### src/rtl/rf_op_sequencer.sv
// Register-file operation sequencer: accepts one ALU op, reads operands, computes, writes back, signals done.
// Optional status flags (flag_zero, flag_carry) enabled with the RFSEQ_FLAGS_EN macro.
module rf_op_sequencer #(
  parameter int unsigned DW = 8,
  parameter int unsigned AW = 1
) (
  input  logic          clk,
  input  logic          reset,
  input  logic          op_valid,
  output logic          op_ready,
  input  logic [1:0]    op_code,
  input  logic [AW-1:0] op_rd,
  input  logic [AW-1:0] op_rs,
  input  logic [DW-1:0] op_imm,
  output logic [AW-1:0] rf_read_reg,
  output logic [AW-1:0] rf_write_reg,
  output logic          rf_write_en,
  output logic [DW-1:0] rf_write_data,
  input  logic [DW-1:0] rf_rdata1,
  input  logic [DW-1:0] rf_rdata2,
  output logic          done_valid,
  output logic [DW-1:0] done_result,
  output logic          busy
`ifdef RFSEQ_FLAGS_EN
  ,
  output logic          flag_zero,
  output logic          flag_carry
`endif
);

  localparam logic [1:0] OP_ADD   = 2'b00;
  localparam logic [1:0] OP_SUB   = 2'b01;
  localparam logic [1:0] OP_AND   = 2'b10;
  localparam logic [1:0] OP_LOADI = 2'b11;

  typedef enum logic [2:0] {
    S_IDLE  = 3'd0,
    S_READ  = 3'd1,
    S_EXEC  = 3'd2,
    S_WRITE = 3'd3,
    S_DONE  = 3'd4
  } state_t;

  state_t        state;
  state_t        state_next;
  logic [1:0]    code_q;
  logic [DW-1:0] imm_q;
  logic [DW-1:0] a_q;
  logic [DW-1:0] b_q;
  logic [DW-1:0] alu_res_c;
  logic          accept_c;

  assign accept_c = (state == S_IDLE) && op_valid;

  // State register
  always_ff @(posedge clk) begin
    if (reset) state <= S_IDLE;
    else       state <= state_next;
  end

  // Next-state logic: fixed one-cycle walk through the non-idle states
  always_comb begin
    state_next = state;
    case (state)
      S_IDLE:  if (accept_c) state_next = S_READ;
      S_READ:  state_next = S_EXEC;
      S_EXEC:  state_next = S_WRITE;
      S_WRITE: state_next = S_DONE;
      S_DONE:  state_next = S_IDLE;
      default: state_next = S_IDLE;
    endcase
  end

  // ALU result, truncated to DW bits
  always_comb begin
    alu_res_c = '0;
    case (code_q)
      OP_ADD:   alu_res_c = a_q + b_q;
      OP_SUB:   alu_res_c = a_q - b_q;
      OP_AND:   alu_res_c = a_q & b_q;
      OP_LOADI: alu_res_c = imm_q;
      default:  alu_res_c = '0;
    endcase
  end

`ifdef RFSEQ_FLAGS_EN
  logic [DW:0] sum_c;
  logic        carry_c;

  // Carry for ADD is the bit above the result; for SUB it is the unsigned borrow
  always_comb begin
    sum_c   = {1'b0, a_q} + {1'b0, b_q};
    carry_c = 1'b0;
    case (code_q)
      OP_ADD:  carry_c = sum_c[DW];
      OP_SUB:  carry_c = (a_q < b_q);
      default: carry_c = 1'b0;
    endcase
  end

  always_ff @(posedge clk) begin
    if (reset) begin
      flag_zero  <= 1'b0;
      flag_carry <= 1'b0;
    end else if (state == S_EXEC) begin
      flag_zero  <= (alu_res_c == '0);
      flag_carry <= carry_c;
    end
  end
`endif

  // Registered outputs and datapath; strobes are decoded from the next state
  always_ff @(posedge clk) begin
    if (reset) begin
      op_ready      <= 1'b1;
      busy          <= 1'b0;
      rf_write_en   <= 1'b0;
      done_valid    <= 1'b0;
      rf_read_reg   <= '0;
      rf_write_reg  <= '0;
      rf_write_data <= '0;
      done_result   <= '0;
      code_q        <= '0;
      imm_q         <= '0;
      a_q           <= '0;
      b_q           <= '0;
    end else begin
      op_ready    <= (state_next == S_IDLE);
      busy        <= (state_next != S_IDLE);
      rf_write_en <= (state_next == S_WRITE);
      done_valid  <= (state_next == S_DONE);
      if (accept_c) begin
        code_q       <= op_code;
        imm_q        <= op_imm;
        rf_write_reg <= op_rd;
        rf_read_reg  <= op_rs;
      end
      if (state == S_READ) begin
        a_q <= rf_rdata1;
        b_q <= rf_rdata2;
      end
      if (state == S_EXEC)  rf_write_data <= alu_res_c;
      if (state == S_WRITE) done_result   <= rf_write_data;
    end
  end

endmodule

### config.mk
export PLATFORM = sky130hd
export DESIGN_NAME = rf_op_sequencer
export DESIGN_NICKNAME = d
export VERILOG_FILES = /design/src/rtl/rf_op_sequencer.sv
export SDC_FILE = /design/constraint.sdc
export NUM_CORES = 1
export LEC_CHECK = 0
export BUFFER_PORTS_ARGS = -buffer_cell sky130_fd_sc_hd__buf_2
export CAP_MARGIN = 25
export CORE_MARGIN = 2
export CORE_UTILIZATION = 41
export DETAILED_ROUTE_END_ITERATION = 7
export PLACE_DENSITY = 0.68
export SYNTH_ARGS = -nofsm -noshare
export SYNTH_HDL_FRONTEND = slang
export SYNTH_SLANG_ARGS = --single-unit
### constraint.sdc
create_clock -name clk -period 2.45 [get_ports clk]
set_input_delay 0.245 -clock clk [delete_from_list [all_inputs] [get_ports clk]]
set_output_delay 0.245 -clock clk [all_outputs]
set_load 0.01 [all_outputs]
==> results of run 1 <==
==> stage by stage <==
stage / std cells / setup slack [ns]
6_report: 423 / 0.1514
3_5_place_dp: 414 / 0.09333
2_1_floorplan: 299 / 0.05620
5_1_grt: 423 / -0.002272
4_1_cts: 422 / 0.06648
3_3_place_gp: 414 / 0.1322
==> final timing paths <==
check,from,to,slack [ns],cells after the start
setup reg to reg,b_q[0]$_SDFFE_PP0P_,rf_write_data[7]$_SDFFE_PP0N_,0.15,10
hold / removal,op_imm[1],imm_q[1]$_SDFFE_PP0P_,0.16,3
setup / recovery,b_q[0]$_SDFFE_PP0P_,rf_write_data[7]$_SDFFE_PP0N_,0.15,10
hold reg to reg,rf_write_reg$_SDFFE_PP0P_,rf_write_reg$_SDFFE_PP0P_,0.46,2
==> cells by family (layout without fill, tap and decap cells) <==
family | Yosys count | count (layout) | synth area share (%)
AOI/OAI and AO/OA | 68 | 68 | 15.94
and+or+nand+nor | 122 | 122 | 22.29
adders and majority gates | 10 | 10 | 5.559
DFF | 51 | 51 | 42.79
muxes | 13 | 13 | 5.506
xor gates and xnor gates | 10 | 10 | 3.671
buffers and inverters | 25 | 77 | 4.248
==> synth_stat cells (all sizes together) (2+ instances only) <==
library cell / count / area share, %
dfxtp: 51 / 43
a21oi: 45 / 9.4
inv: 6 / 0.94
nand3: 2 / 0.42
nand2: 81 / 13
a31oi: 2 / 0.52
nor4: 2 / 0.79
or3: 2 / 0.52
nor3: 5 / 1.0
clkbuf: 13 / 2.0
nand3b: 4 / 1.3
ha: 9 / 4.7
nor2: 18 / 2.8
xnor2: 9 / 3.3
buf: 6 / 1.3
mux2i: 12 / 5.0
o211ai: 6 / 1.9
nor3b: 2 / 0.84
o21ai: 8 / 1.7
a211oi: 2 / 0.63
==> layout make-up <==
cell class	instances	area (um^2)
clock buffers	5	68.82
clock inverters	3	67.56
fillers	548	2666
inverters	6	22.52
multi-input cells	223	1290
flip-flops and latches	51	1026
well taps	72	90.09
repair buffers	63	342.8
==> routing by layer <==
| layer | GRT usage (%) | routed length, um | share of wire, % |
|---|---|---|---|
| met1 | 23.38 | 2699 | 50 |
| met2 | 29.00 | 2396 | 45 |
| met3 | 3.483 | 212 | 3.9 |
| met4 | 5.424 | 77 | 1.4 |
| met5 | 0 | 0 | 0 |
==> repair_timing <==
| item | 4_1_cts | 5_1_grt |
|---|---|---|
| gates resized for setup | 0 | 9 |
| endpoints found under the setup margin | 0 | 2 |
| hold endpoints to repair | 0 | 0 |
| buffers inserted | 0 | 1 |
==> critical path, delay by kind of cell (launching register included) <==
| kind | cells | cell delay (ns) |
|---|---|---|
| adders and majority gates | 2 | 0.61 |
| DFF | 1 | 0.35 |
| AOI/OAI and AO/OA | 3 | 0.33 |
| and+or+nand+nor | 2 | 0.58 |
| buffers and inverters | 1 | 0.06 |
| xor gates and xnor gates | 1 | 0.08 |
| muxes | 1 | 0.15 |
==> power by group through the flow <==
stage	Combinational [uW]	Clock [uW]	Sequential, uW
floorplan	538	0	1000
global placement	721	0	1000
detailed placement	728	0	1010
CTS	732	696	986
global route	866	732	1000
finish	770	688	988
==> flow_metrics.env, run 1 <==
export IMPL_slew_headroom_pct=58.26
export IMPL_antenna_left=0
export IMPL_synth_ff_type="dfxtp_1"
export IMPL_row_count=27
export IMPL_setup_violations=0
export IMPL_dr_total_vias=2102
export IMPL_power_density_nw_per_um2=841.0
export IMPL_ys_ff_latch=51
export IMPL_clockPowerShare_pct=28.1
export IMPL_viasPerCell=4.969
export IMPL_track_usage_pct=17.69
export IMPL_wire_per_inst_um=12.73
export IMPL_gp_congestion=0.9325
export IMPL_drv_cap=0
export IMPL_status="complete, no violations"
export IMPL_synth_area_um2=2386
export IMPL_final_nets=391
export IMPL_drive_above_1_share_pct=23.36
export IMPL_synth_warnings=0
export IMPL_p_comb_share_pct=31.5
export IMPL_hold_path_class="in2reg"
export IMPL_grt_pass1_wl_um=8963
export IMPL_crit_type="reg2reg"
export IMPL_globalRouteOverflowTotal=0
export IMPL_cts_buffers_inserted=5
export IMPL_start_util_pct=42.81
export IMPL_clock_sinks=51
export IMPL_ios=53
export IMPL_cpMaxStageDelayCell="or4_1"
export IMPL_numPortBuffers=52
export IMPL_skew_ns=0.009096
export IMPL_drc_errors=0
export IMPL_final_area_um2=2908
export IMPL_cts_tree="yes"
export IMPL_initialDrtViolationCount=62
export IMPL_synth_cell_types=36
export IMPL_hpwlAfterDp_um=4027
export IMPL_synth_edf_count=0
export IMPL_cts_max_level=2
export IMPL_power_uw=2445
export IMPL_critical_path_required_ns=2.61
export IMPL_p_seq_share_pct=40.4
export IMPL_grt_max_degree=29
export IMPL_clk_pin_slew_worst_paths_ns=0.10
export IMPL_antenna_found_initial=0
export IMPL_cp_end_kind="register"
export IMPL_finalSetupTns_ns=0
export IMPL_finalCritPeriodShare_pct=93.82
export IMPL_ir_drop_v=0.0003602
export IMPL_intPower_uw=1672
export IMPL_syn_nets=340
export IMPL_fmax_ghz=0.4350
export IMPL_final_util_pct=52.17
export IMPL_fp_dieH_um=80.29
export IMPL_synth_area_per_cell_um2=7.980
export IMPL_ctsHoldBuffers=0
export IMPL_finalCriticalPeriod_ns=2.299
export IMPL_path_max_fanout=5
export IMPL_die_width_um=80.29
export IMPL_syn_inst=299
export IMPL_async_flop_share_pct=0
export IMPL_cp_slowest_stage_delay_ns=0.46
export IMPL_timing_hold_ws_ns=0.1643
export IMPL_cts_buffer_depth=2
export IMPL_yosysSeqAreaShare_pct=42.79
export IMPL_coreArea_um2=5574
export IMPL_cp_cell_sequence="inv_1 > ha_1 > nor2_1 > xnor2_1 > ha_1 > a21oi_2 > a211oi_1 > or4_1 > mux2i_1 > a311oi_1"
export IMPL_die_area_um2=6446
export IMPL_swShare_pct=31.63
export IMPL_num_antenna_cells=0
export IMPL_postPlaceCellArea_um2=2739
export IMPL_drt_total_wl_um=5384
export IMPL_grt_pass1_vias=1983
export IMPL_cp_common_cell="ha_1"
export IMPL_clk_latency_ns=0.31
export IMPL_finalHoldViolations=0
export IMPL_layout_common_cells="nand2_1, buf_2, dfxtp_1"
export IMPL_crit_arrival_ns=2.46
export IMPL_crit_path_start_kind="register"
export IMPL_layout_commonest_cell="nand2_1"
export IMPL_switchingPower_uw=773.6
export IMPL_synthToLayoutAreaGrowth_pct=21.87
export IMPL_worstMarginPinSlew_ns=0.6242
export IMPL_clockRootBuffer="clkbuf_8"
export IMPL_firstDrtPassIters=5
export IMPL_p_leak_uw=0.001247
export IMPL_slew_viol_final=0
No activity file was read; power rests on OpenSTA's default activity.
==> inputs of run 2 (changes only) <==
--- a/config.mk
+++ b/config.mk
@@ -10,7 +10,7 @@
 export CORE_MARGIN = 2
 export CORE_UTILIZATION = 41
 export DETAILED_ROUTE_END_ITERATION = 7
-export PLACE_DENSITY = 0.68
+export PLACE_DENSITY = 0.66
 export SYNTH_ARGS = -nofsm -noshare
 export SYNTH_HDL_FRONTEND = slang
 export SYNTH_SLANG_ARGS = --single-unit
==> flow_metrics.env, run 2 (synthesized netlist as in run 1, its figures left out) <==
export IMPL_globalRouteOverflowTotal=0
export IMPL_clock_sinks=51
export IMPL_crit_arrival_ns=2.51
export IMPL_crit_type="reg2reg"
export IMPL_antenna_found_initial=0
export IMPL_status="complete, no violations"
export IMPL_fp_dieH_um=80.29
export IMPL_cp_end_kind="register"
export IMPL_num_antenna_cells=0
export IMPL_cts_buffer_depth=2
export IMPL_fin_cells=423
export IMPL_final_area_um2=2841
export IMPL_die_area_um2=6446
export IMPL_ios=53
export IMPL_grt_pass1_wl_um=8776
export IMPL_worstMarginPinSlew_ns=0.5999
export IMPL_nFillCells=578
export IMPL_firstDrtPassIters=4
export IMPL_row_count=27
export IMPL_finalCriticalPeriod_ns=2.345
export IMPL_final_util_pct=50.98
export IMPL_numPortBuffers=52
export IMPL_start_util_pct=42.81
export IMPL_postPlaceCellArea_um2=2739
export IMPL_setup_violations=0
export IMPL_cts_tree="yes"
export IMPL_synthToLayoutAreaGrowth_pct=19.09
export IMPL_clk_pin_slew_worst_paths_ns=0.09
export IMPL_gp_congestion=0.8882
export IMPL_finalSetupTns_ns=0
export IMPL_fmax_ghz=0.4264
export IMPL_wire_per_inst_um=12.34
export IMPL_skew_ns=0.006703
export IMPL_dr_total_vias=2155
export IMPL_finalCritPeriodShare_pct=95.72
export IMPL_clk_latency_ns=0.30
export IMPL_drv_cap=0
export IMPL_finalHoldViolations=0
export IMPL_slew_headroom_pct=59.89
export IMPL_crit_path_start_kind="register"
export IMPL_hpwlAfterDp_um=4018
export IMPL_drc_errors=0
export IMPL_antenna_left=0
export IMPL_critical_path_required_ns=2.61
export IMPL_hold_path_class="in2reg"
export IMPL_path_max_fanout=5
export IMPL_initialDrtViolationCount=99
export IMPL_clockRootBuffer="clkbuf_8"
export IMPL_die_width_um=80.29
export IMPL_layout_commonest_cell="nand2_1"
export IMPL_power_density_nw_per_um2=774.0
export IMPL_slew_viol_final=0
export IMPL_grt_pass1_vias=1915
export IMPL_placedCellCount=414
export IMPL_viasPerCell=5.095
export IMPL_track_usage_pct=17.26
export IMPL_cts_max_level=2
export IMPL_ctsHoldBuffers=0
export IMPL_grt_max_degree=29
export IMPL_rsz0062_at_grt="true"
export IMPL_layout_common_cells="nand2_1, buf_2, dfxtp_1"
export IMPL_final_nets=391
export IMPL_power_uw=2199
export IMPL_cts_buffers_inserted=5
export IMPL_drive_above_1_share_pct=21.37
export IMPL_drt_total_wl_um=5221
export IMPL_p_leak_uw=0.001220
export IMPL_ir_drop_v=0.0005444
export IMPL_coreArea_um2=5574
[run 2: cell types whose count changed in the layout (fill, tap and decap cells not counted), sizes merged]
| cell | previous run | this run |
|---|---|---|
| clkinv | 0 | 1 |
| clkbuf | 5 | 7 |
| clkinvlp | 1 | 0 |
| bufinv | 2 | 0 |
[run 2: metrics by stage]
stage	worst slack, ns	hold slack, ns
finish	0.1048	0.1684
detailed placement	0.09123	0.4490
global route	-0.004914	0.1710
global placement	0.1478	0.4453
floorplan	0.05620	0.3223
CTS	0.07797	0.1654
[run 2: critical path, stage by stage (launching register included)]
cell      delay (ns)
dfxtp_1         0.34
inv_1           0.06
ha_1            0.23
nor2_1          0.15
xnor2_1         0.09
ha_1            0.38
a21oi_2         0.20
a211oi_1        0.10
or4_1           0.47
mux2i_1         0.14
a311oi_1        0.06
[run 2: routing by layer]
| layer | global-route usage, % | wire [um] | vias to the layer above |
|---|---|---|---|
| met5 | 0 | 0 | - |
| met4 | 4.576 | 51 | 0 |
| met3 | 3.034 | 217 | 7 |
| met2 | 28.75 | 2421 | 46 |
| met1 | 22.96 | 2530 | 991 |
| li1 | - | - | 1111 |
[run 2: layout make-up]
type                    count  area (um^2)  area share [%]
flip-flops and latches     51         1022           35.98
repair buffers             63        342.8           12.07
multi-input cells         223         1282           45.13
inverters                   6        22.52          0.7926
clock inverters             1        5.005          0.1761
clock buffers               7        76.32           2.686
well taps                  72        90.09           3.170
[run 2: worst paths after layout]
path | startpoint | to | slack [ns] | cells past startpoint
max | b_q[0]$_SDFFE_PP0P_ | rf_write_data[7]$_SDFFE_PP0N_ | 0.10 | 10
min | op_imm[1] | imm_q[1]$_SDFFE_PP0P_ | 0.17 | 3
max reg2reg | b_q[0]$_SDFFE_PP0P_ | rf_write_data[7]$_SDFFE_PP0N_ | 0.10 | 10
min reg2reg | rf_read_reg$_SDFFE_PP0P_ | rf_read_reg$_SDFFE_PP0P_ | 0.46 | 2
[run 2: timing repair]
action                     4_1_cts  5_1_grt
setup endpoints to repair        0        2
buffers inserted                 0        1
resized for setup                0        4
[run 2: where the power goes]
group	switching, uW	internal (uW)
logic	410	343
registers	72.0	916
clock network	258	201
